--- src/rtl/ctr_drbg_update_ctrl.sv ---
`default_nettype none
// ============================================================================
// Module   : ctr_drbg_update_ctrl
// Purpose  : Sequencer for the CTR_DRBG Update step (no derivation function,
//            SEEDLEN=384, AES-256). Each Update encrypts V+1, V+2 and V+3 on
//            a shared external AES core. It XORs the 384-bit keystream with
//            provided_data and hands the result to the key/V state register
//            block through its start/done handshake.
// Ports    : clk, rst (async, active-high)
//            start/provided_data/cur_key/cur_v : request and operands, taken
//                                                 on an accepted start
//            aes_req/aes_ready/aes_key/aes_pt  : AES request handshake
//            aes_valid/aes_ct                  : AES ciphertext return
//            upd_start/upd_data/upd_done       : state register load
//            busy/done/error                   : status (error is sticky)
// Revision : 1.0 - initial release
// ============================================================================
module ctr_drbg_update_ctrl #(
  parameter int TIMEOUT_CYCLES = 64   // cycles per block in REQ+WAIT; 0 = off
) (
  input  logic         clk,
  input  logic         rst,
  input  logic         start,
  input  logic [383:0] provided_data,
  input  logic [255:0] cur_key,
  input  logic [127:0] cur_v,
  output logic         aes_req,
  input  logic         aes_ready,
  output logic [255:0] aes_key,
  output logic [127:0] aes_pt,
  input  logic         aes_valid,
  input  logic [127:0] aes_ct,
  output logic         upd_start,
  output logic [383:0] upd_data,
  input  logic         upd_done,
  output logic         busy,
  output logic         done,
  output logic         error
);

  // The counter only needs to reach TIMEOUT_CYCLES-1.
  localparam int TW = (TIMEOUT_CYCLES > 1) ? $clog2(TIMEOUT_CYCLES) : 1;
  localparam logic [TW-1:0] TMO_LIMIT =
    TW'((TIMEOUT_CYCLES > 0) ? (TIMEOUT_CYCLES - 1) : 0);

  typedef enum logic [2:0] {
    IDLE     = 3'd0,
    REQ      = 3'd1,
    WAIT     = 3'd2,
    COMMIT   = 3'd3,
    WAIT_UPD = 3'd4
  } state_t;

  state_t         state_q, state_d;
  logic [255:0]   key_q, key_d;
  logic [383:0]   pd_q, pd_d;
  logic [127:0]   v_q, v_d;
  logic [1:0]     blk_q, blk_d;
  logic [383:0]   temp_q, temp_d;
  logic [TW-1:0]  tmo_q, tmo_d;
  logic           error_q, error_d;
  logic           done_q, done_d;

  logic           timeout_hit;

  // tmo_q counts cycles already spent in REQ+WAIT for the current block, so
  // the TIMEOUT_CYCLES-th cycle is the one where tmo_q equals the limit.
  assign timeout_hit = (TIMEOUT_CYCLES != 0) && (tmo_q == TMO_LIMIT);

  always_comb begin
    state_d = state_q;
    key_d   = key_q;
    pd_d    = pd_q;
    v_d     = v_q;
    blk_d   = blk_q;
    temp_d  = temp_q;
    tmo_d   = tmo_q;
    error_d = error_q;
    done_d  = 1'b0;

    case (state_q)
      IDLE: begin
        if (start) begin
          key_d   = cur_key;
          pd_d    = provided_data;
          v_d     = cur_v + 128'd1;
          blk_d   = 2'd0;
          error_d = 1'b0;
          tmo_d   = '0;
          state_d = REQ;
        end
      end

      REQ: begin
        tmo_d = tmo_q + TW'(1);
        if (timeout_hit) begin
          error_d = 1'b1;
          state_d = IDLE;
        end else if (aes_ready) begin
          state_d = WAIT;
        end
      end

      WAIT: begin
        tmo_d = tmo_q + TW'(1);
        // A ciphertext arriving on the last allowed cycle still counts.
        if (aes_valid) begin
          case (blk_q)
            2'd0:    temp_d[383:256] = aes_ct;
            2'd1:    temp_d[255:128] = aes_ct;
            default: temp_d[127:0]   = aes_ct;
          endcase
          if (blk_q == 2'd2) begin
            state_d = COMMIT;
          end else begin
            blk_d   = blk_q + 2'd1;
            v_d     = v_q + 128'd1;
            tmo_d   = '0;
            state_d = REQ;
          end
        end else if (timeout_hit) begin
          error_d = 1'b1;
          state_d = IDLE;
        end
      end

      COMMIT: begin
        state_d = WAIT_UPD;
      end

      WAIT_UPD: begin
        if (upd_done) begin
          done_d  = 1'b1;
          state_d = IDLE;
        end
      end

      default: begin
        state_d = IDLE;
      end
    endcase
  end

  always_ff @(posedge clk or posedge rst) begin
    if (rst) begin
      state_q <= IDLE;
      key_q   <= '0;
      pd_q    <= '0;
      v_q     <= '0;
      blk_q   <= '0;
      temp_q  <= '0;
      tmo_q   <= '0;
      error_q <= 1'b0;
      done_q  <= 1'b0;
    end else begin
      state_q <= state_d;
      key_q   <= key_d;
      pd_q    <= pd_d;
      v_q     <= v_d;
      blk_q   <= blk_d;
      temp_q  <= temp_d;
      tmo_q   <= tmo_d;
      error_q <= error_d;
      done_q  <= done_d;
    end
  end

  assign aes_req   = (state_q == REQ);
  assign aes_key   = key_q;
  assign aes_pt    = v_q;
  assign upd_start = (state_q == COMMIT);
  assign upd_data  = temp_q ^ pd_q;
  assign busy      = (state_q != IDLE);
  assign done      = done_q;
  assign error     = error_q;

endmodule
`default_nettype wire
--- config.mk ---
export PLATFORM = sky130hd
export DESIGN_NAME = ctr_drbg_update_ctrl
export DESIGN_NICKNAME = d
export VERILOG_FILES = /design/src/rtl/ctr_drbg_update_ctrl.sv
export SDC_FILE = /design/constraint.sdc
export NUM_CORES = 2
export LEC_CHECK = 0
export ABC_AREA = 1
export ABC_CLOCK_PERIOD_IN_PS = 48600
export BUFFER_PORTS_ARGS = -buffer_cell sky130_fd_sc_hd__buf_2
export CAP_MARGIN = 20
export CORE_AREA = 2 2 652 654
export DETAILED_ROUTE_END_ITERATION = 8
export DIE_AREA = 0 0 654 656
export SETUP_SLACK_MARGIN = 0.02
export SLEW_MARGIN = 20
export SYNTH_ARGS = -nofsm -noshare
export SYNTH_HDL_FRONTEND = slang
export SYNTH_SLANG_ARGS = --single-unit
--- constraint.sdc ---
create_clock -name clk -period 48.6 [get_ports clk]
set_clock_uncertainty 0.1 [all_clocks]
set_input_delay 4.86 -clock clk [delete_from_list [all_inputs] [get_ports clk]]
set_output_delay 4.86 -clock clk [all_outputs]
set_load 0.005 [all_outputs]
-- Word-level counts from Yosys, hierarchy flattened
Cells that the tools add are included.
- register bits after elaboration: 1165
- bits in latches: 0
- bits in writable memories: 0
- ROM bits: 0
- input port bits: 902
- output and inout port bits: 773
- logic and storage cells: 71
- memories kept: 0
- add/sub/neg operators: 4
- $mul: 0
- divide/modulo/power cells: 0
- $lt $le $gt $ge: 0
- equality and inequality tests: 14
- shift-type cells: 0
- muxes and demuxes: 26
- bitwise operators: 2
- reductions and logical operators: 14
- operator list (cell ; number):
    two-way mux 128 bit ; 3
    bitwise XOR 384 bit ; 1
    adder 128 x 1 -> 128 bit (second input constant) ; 2
    case mux 128 bit (2 select lines) ; 1
    two-way mux 3 bit ; 6
    two-way mux 6 bit ; 3
    case mux 6 bit (3 select lines) ; 1
    case mux 3 bit (5 select lines) ; 1
    AND reduction 3 bit ; 4
    != test 2 bit (second input constant) ; 5
    two-way mux 2 bit ; 4
    AND reduction 4 bit ; 2
    adder 6 x 1 -> 6 bit (second input constant) ; 1
    equality test 3 x 2 -> 1 bit (second input constant) ; 2
    equality test 6 bit (second input constant) ; 1
    nonzero test 3 bit ; 2
    two-way mux 1 bit ; 5
    case mux 2 bit (2 select lines) ; 1
    AND reduction 2 bit ; 2
    equality test 3 x 1 -> 1 bit (second input constant) ; 1
    equality test 3 bit (second input constant) ; 1
    logical NOT 3 bit ; 1
    != test 3 x 1 -> 1 bit (second input constant) ; 1
    != test 3 bit (second input constant) ; 1
    other kinds (8) ; 8

-- Depth between registers and ports, before layout
- depth in word-level cells: 4
- mapped depth: 18
- mapped depth without buffers: 15

-- Least setup slack after synthesis
Ideal clock, no wire load.
- path kind: input to register
- from: input port cur_v[0]
- to: register v_q[124] (netlist: aes_pt[124])
- setup time: 0.117 ns
- arrival time: 6.294 ns
- data required time: 48.383 ns
- setup slack: 42.089 ns
- cell stages on the path: 12
- path buffers: 0
- cells stage by stage: nand2_1 > o21ai_1 > ha_1 > nand3_1 > nor2_1 > nand2_1 > nor2_1 > nand2_1 > nor2_4 > nand3_1 > nand3_1 > nand2_1
- cells in the longest elaborated chain, start to end: 3
- RTL lines (element ; RTL line ; source):
    start: declaration ; 26 ; input logic [127:0] cur_v,
    adder 128 x 1 -> 128 bit ; 86 ; v_d = cur_v + 128'd1;
    two-way mux 128 bit ; 83 ; if (start) begin
    case mux 128 bit (2 select lines) ; 81 ; case (state_q)
    end signal: assignment ; 159 ; v_q <= v_d;
    end: declaration ; 57 ; logic [127:0] v_q, v_d;
No other way between the ends. The select of a mux whose other input is x is not followed.
A chain may end at the register's enable or synchronous reset.

==> impl_metrics.csv <==
group,metric,value,unit
sta,setup_tns,0,ns
setup_path,slowest_delay,0.87,ns
synth,async_reset_ff_frac,1.00,
cts,cts_tree,"built",
die,die_area,0.429,mm2
setup_path,path_cells,"buf_2 > inv_8 > buf_4 > buf_12 > buf_4 > buf_4 > buf_4",
sta,hold_viol,0,
setup_path,cp.arrival,9.37,ns
setup_path,crit_slowest_cell,"buf_4",
cts,clock_latency,0.84,ns
sta,tightest_slew,1.19,ns
synth,yosysSeqAreaShare,0.548,
die,rows,239,
routing,finalWirelength,417,mm
routing,viasPerCell,3.79,
layout,final_common_cell,"nand2_1",
setup_path,critPathCapture,"temp_q[147]$_DFFE_PP0P_",
layout,final_cell_mix,"nand2_1 (3290), buf_2 (1674), dfrtp_1 (1165)",
status,run_status,"finished clean",
synth,syn_nets,7536,
setup_path,cp-start-kind,"input pin",
synth,synth_cells,6629,
sta,fin_crit_sh,0.177,
sta,finalCriticalPeriod,8.59,ns
routing,drtAntennaViolNets,0,
sta,max_freq,0.116,GHz
cts,cts_root_buffer,"clkbuf_16",
synth,ys_ff_latch,1165,
place,io_buffer_count,1674,
cts,ctsHoldBuffers,0,
layout,nNetsFinal,9124,
cts,clkTransAtPathRegs,0.06,ns
cts,post_cts_buffers,0,
cts,cts_resized,0,
die,core,0.422,mm2
routing,drtPass1Iterations,6,
place,place_congestion,0.988,
power_and_ir_drop,peakVddDrop,37.2,uV
setup_path,reg2reg_to,"pd_q[209]$_DFFE_PP0P_",
setup_path,worstSetupPathType,"input pin to asynchronous set/reset pin",
synth,synth_edf_count,0,
cts,ctsLongestPathBuffers,4,
sta,slew_viol_final,0,
layout,final_core_util,0.175,
synth,synth_cell_type_count,33,
setup_path,cp.required,49.38,ns
synth,ys.flop_type,"dfrtp_1",
sta,setup_viol,0,
global_route,grt_first_pass_wirelength,525,mm
setup_path,cp_top_family,"buffers and inverters",
global_route,grt_pass1_vias,50326,
power_and_ir_drop,leakagePower,38.6,nW
sta,relSlewSlack,0.203,
cts,cts_made_buffers,160,
setup_path,rrSetupSlack,43.47,ns
die,io_pins,1675,
setup_path,crit_path_start,"rst",
routing,vias,53541,
synth,yosysWarnings,0,
power_and_ir_drop,p_per_area,77.8,mW/mm2
hold_path,hold_path.class,"register to register",
cts,clock_sinks,1165,
global_route,gr-usage-all-layers,0.187,
die,dieHeight,656,um
setup_path,cp-end-kind,"asynchronous set/reset pin",
layout,fill_cells,48312,
power_and_ir_drop,finalPower,0.00573,W
layout,syn_to_final_growth,38.5,%
place,dpl_worst_slack,39.02,ns
cts,cts_max_level,4,
routing,wl_per_cell,29.5,um
global_route,grt_max_degree,161,
die,die_x,654,um
setup_path,crit_top_cell,"buf_4",
routing,drt_first_iter_violations,5777,
synth,syn_area,0.0532,mm2
setup_path,critPathBufInv,7,
setup_path,path_max_fanout,122,
flow_run,max_cap_violations,0,
routing,drcViolationCount,0,
place,post-dp-hpwl,352,mm
sta,rsz0062_at_grt,"no",
global_route,antenna_found_initial,275,
synth,syn_avg_cell_area,8.03,um2
sta,setup_ws,40.01,ns
global_route,grt_overflow,0,
layout,drive_above_1_share,0.249,
setup_path,worstRegToRegCells,8,
setup_path,timing.rr.start,"state_q[1]$_DFFE_PP0P_",
setup_path,crit_cells,7,
die,start_util,0.126,
state kept, by name, indices dropped and copies added (netlist names):
register  flops
aes_key     256
aes_pt      128
blk_q         2
done          1
error         1
pd_q        384
state_q       3
temp_q      384
tmo_q         6
layout make-up:
type                            instances  area (um2)  share of cell area
Sequential cell                      1165       29200               0.395
Multi-Input combinational cell       4851       21600               0.293
Timing Repair Buffer                 1726        8850               0.120
Tap cell                             5663        7090              0.0961
Clock buffer                          207        4430              0.0601
Inverter                              313        1190              0.0162
Clock inverter                         77        1050              0.0142
Antenna cell                          130         325             0.00441
synth_stat cells (all sizes together), types with 8 or more instances:
library cell  number  area (um2)
o21ai            464        2320
clkbuf           228         856
buf               72         477
nand3b             8        60.1
dfrtp           1165       29200
nand2           3313       12500
a21oi             10        50.1
nand3            272        1380
inv              312        1170
nor2             345        1490
xor2             406        3560
nor3               8        40.0
worst min-delay path by stage:
stage | startpoint | endpoint | slack [ns] | cells after the start
after floorplan | tmo_q[1]$_DFFE_PP0P_ | tmo_q[1]$_DFFE_PP0P_ | 0.37 | 2
after global placement | aes_key[1]$_DFFE_PP0P_ | aes_key[1]$_DFFE_PP0P_ | 0.36 | 2
after detailed placement | aes_key[155]$_DFFE_PP0P_ | aes_key[155]$_DFFE_PP0P_ | 0.36 | 2
after CTS | aes_key[155]$_DFFE_PP0P_ | aes_key[155]$_DFFE_PP0P_ | 0.38 | 2
after global routing | aes_key[0]$_DFFE_PP0P_ | aes_key[0]$_DFFE_PP0P_ | 0.40 | 2
final | aes_key[241]$_DFFE_PP0P_ | aes_key[241]$_DFFE_PP0P_ | 0.37 | 2
where the power goes:
group	switching, W	internal (W)	leakage, nW
clock	0.000526	0.000745	2.64
sequential	0.000378	0.00143	14.8
combinational	0.00191	0.000745	21.2
per-layer routing:
| metal | GRT usage | vias to the layer above | wire length (um) |
|---|---|---|---|
| met5 | 0 | - | 386 |
| met4 | 0.0895 | 60 | 24300 |
| met3 | 0.0671 | 778 | 42800 |
| met2 | 0.299 | 2718 | 189000 |
| met1 | 0.221 | 26263 | 160000 |
| li1 | - | 23722 | - |
cells by family after synthesis:
| kind of cell | Yosys count | share of synthesized area |
|---|---|---|
| and+or+nand+nor | 3955 | 0.291 |
| DFF | 1165 | 0.548 |
| buffers and inverters | 613 | 0.0471 |
| AOI/OAI and AO/OA | 485 | 0.0459 |
| xor gates and xnor gates | 406 | 0.0668 |
| adders and majority gates | 5 | 0.00118 |
stage by stage:
step,hold slack [ns],cells,area (um2)
3_3_place_gp,0.359,13717,67900
6_report,0.369,14132,73700
4_1_cts,0.376,14001,73400
2_1_floorplan,0.368,6629,53200
3_5_place_dp,0.360,13717,67900
5_1_grt,0.396,14073,73600
worst register-to-register path, delay by kind of cell (launching register included):
| kind | cells | cell delay (ns) |
|---|---|---|
| buffers and inverters | 4 | 2.97 |
| flip-flops | 1 | 0.59 |
| AND/OR/NAND/NOR | 4 | 1.45 |
Power figures use the tool's default switching activity.
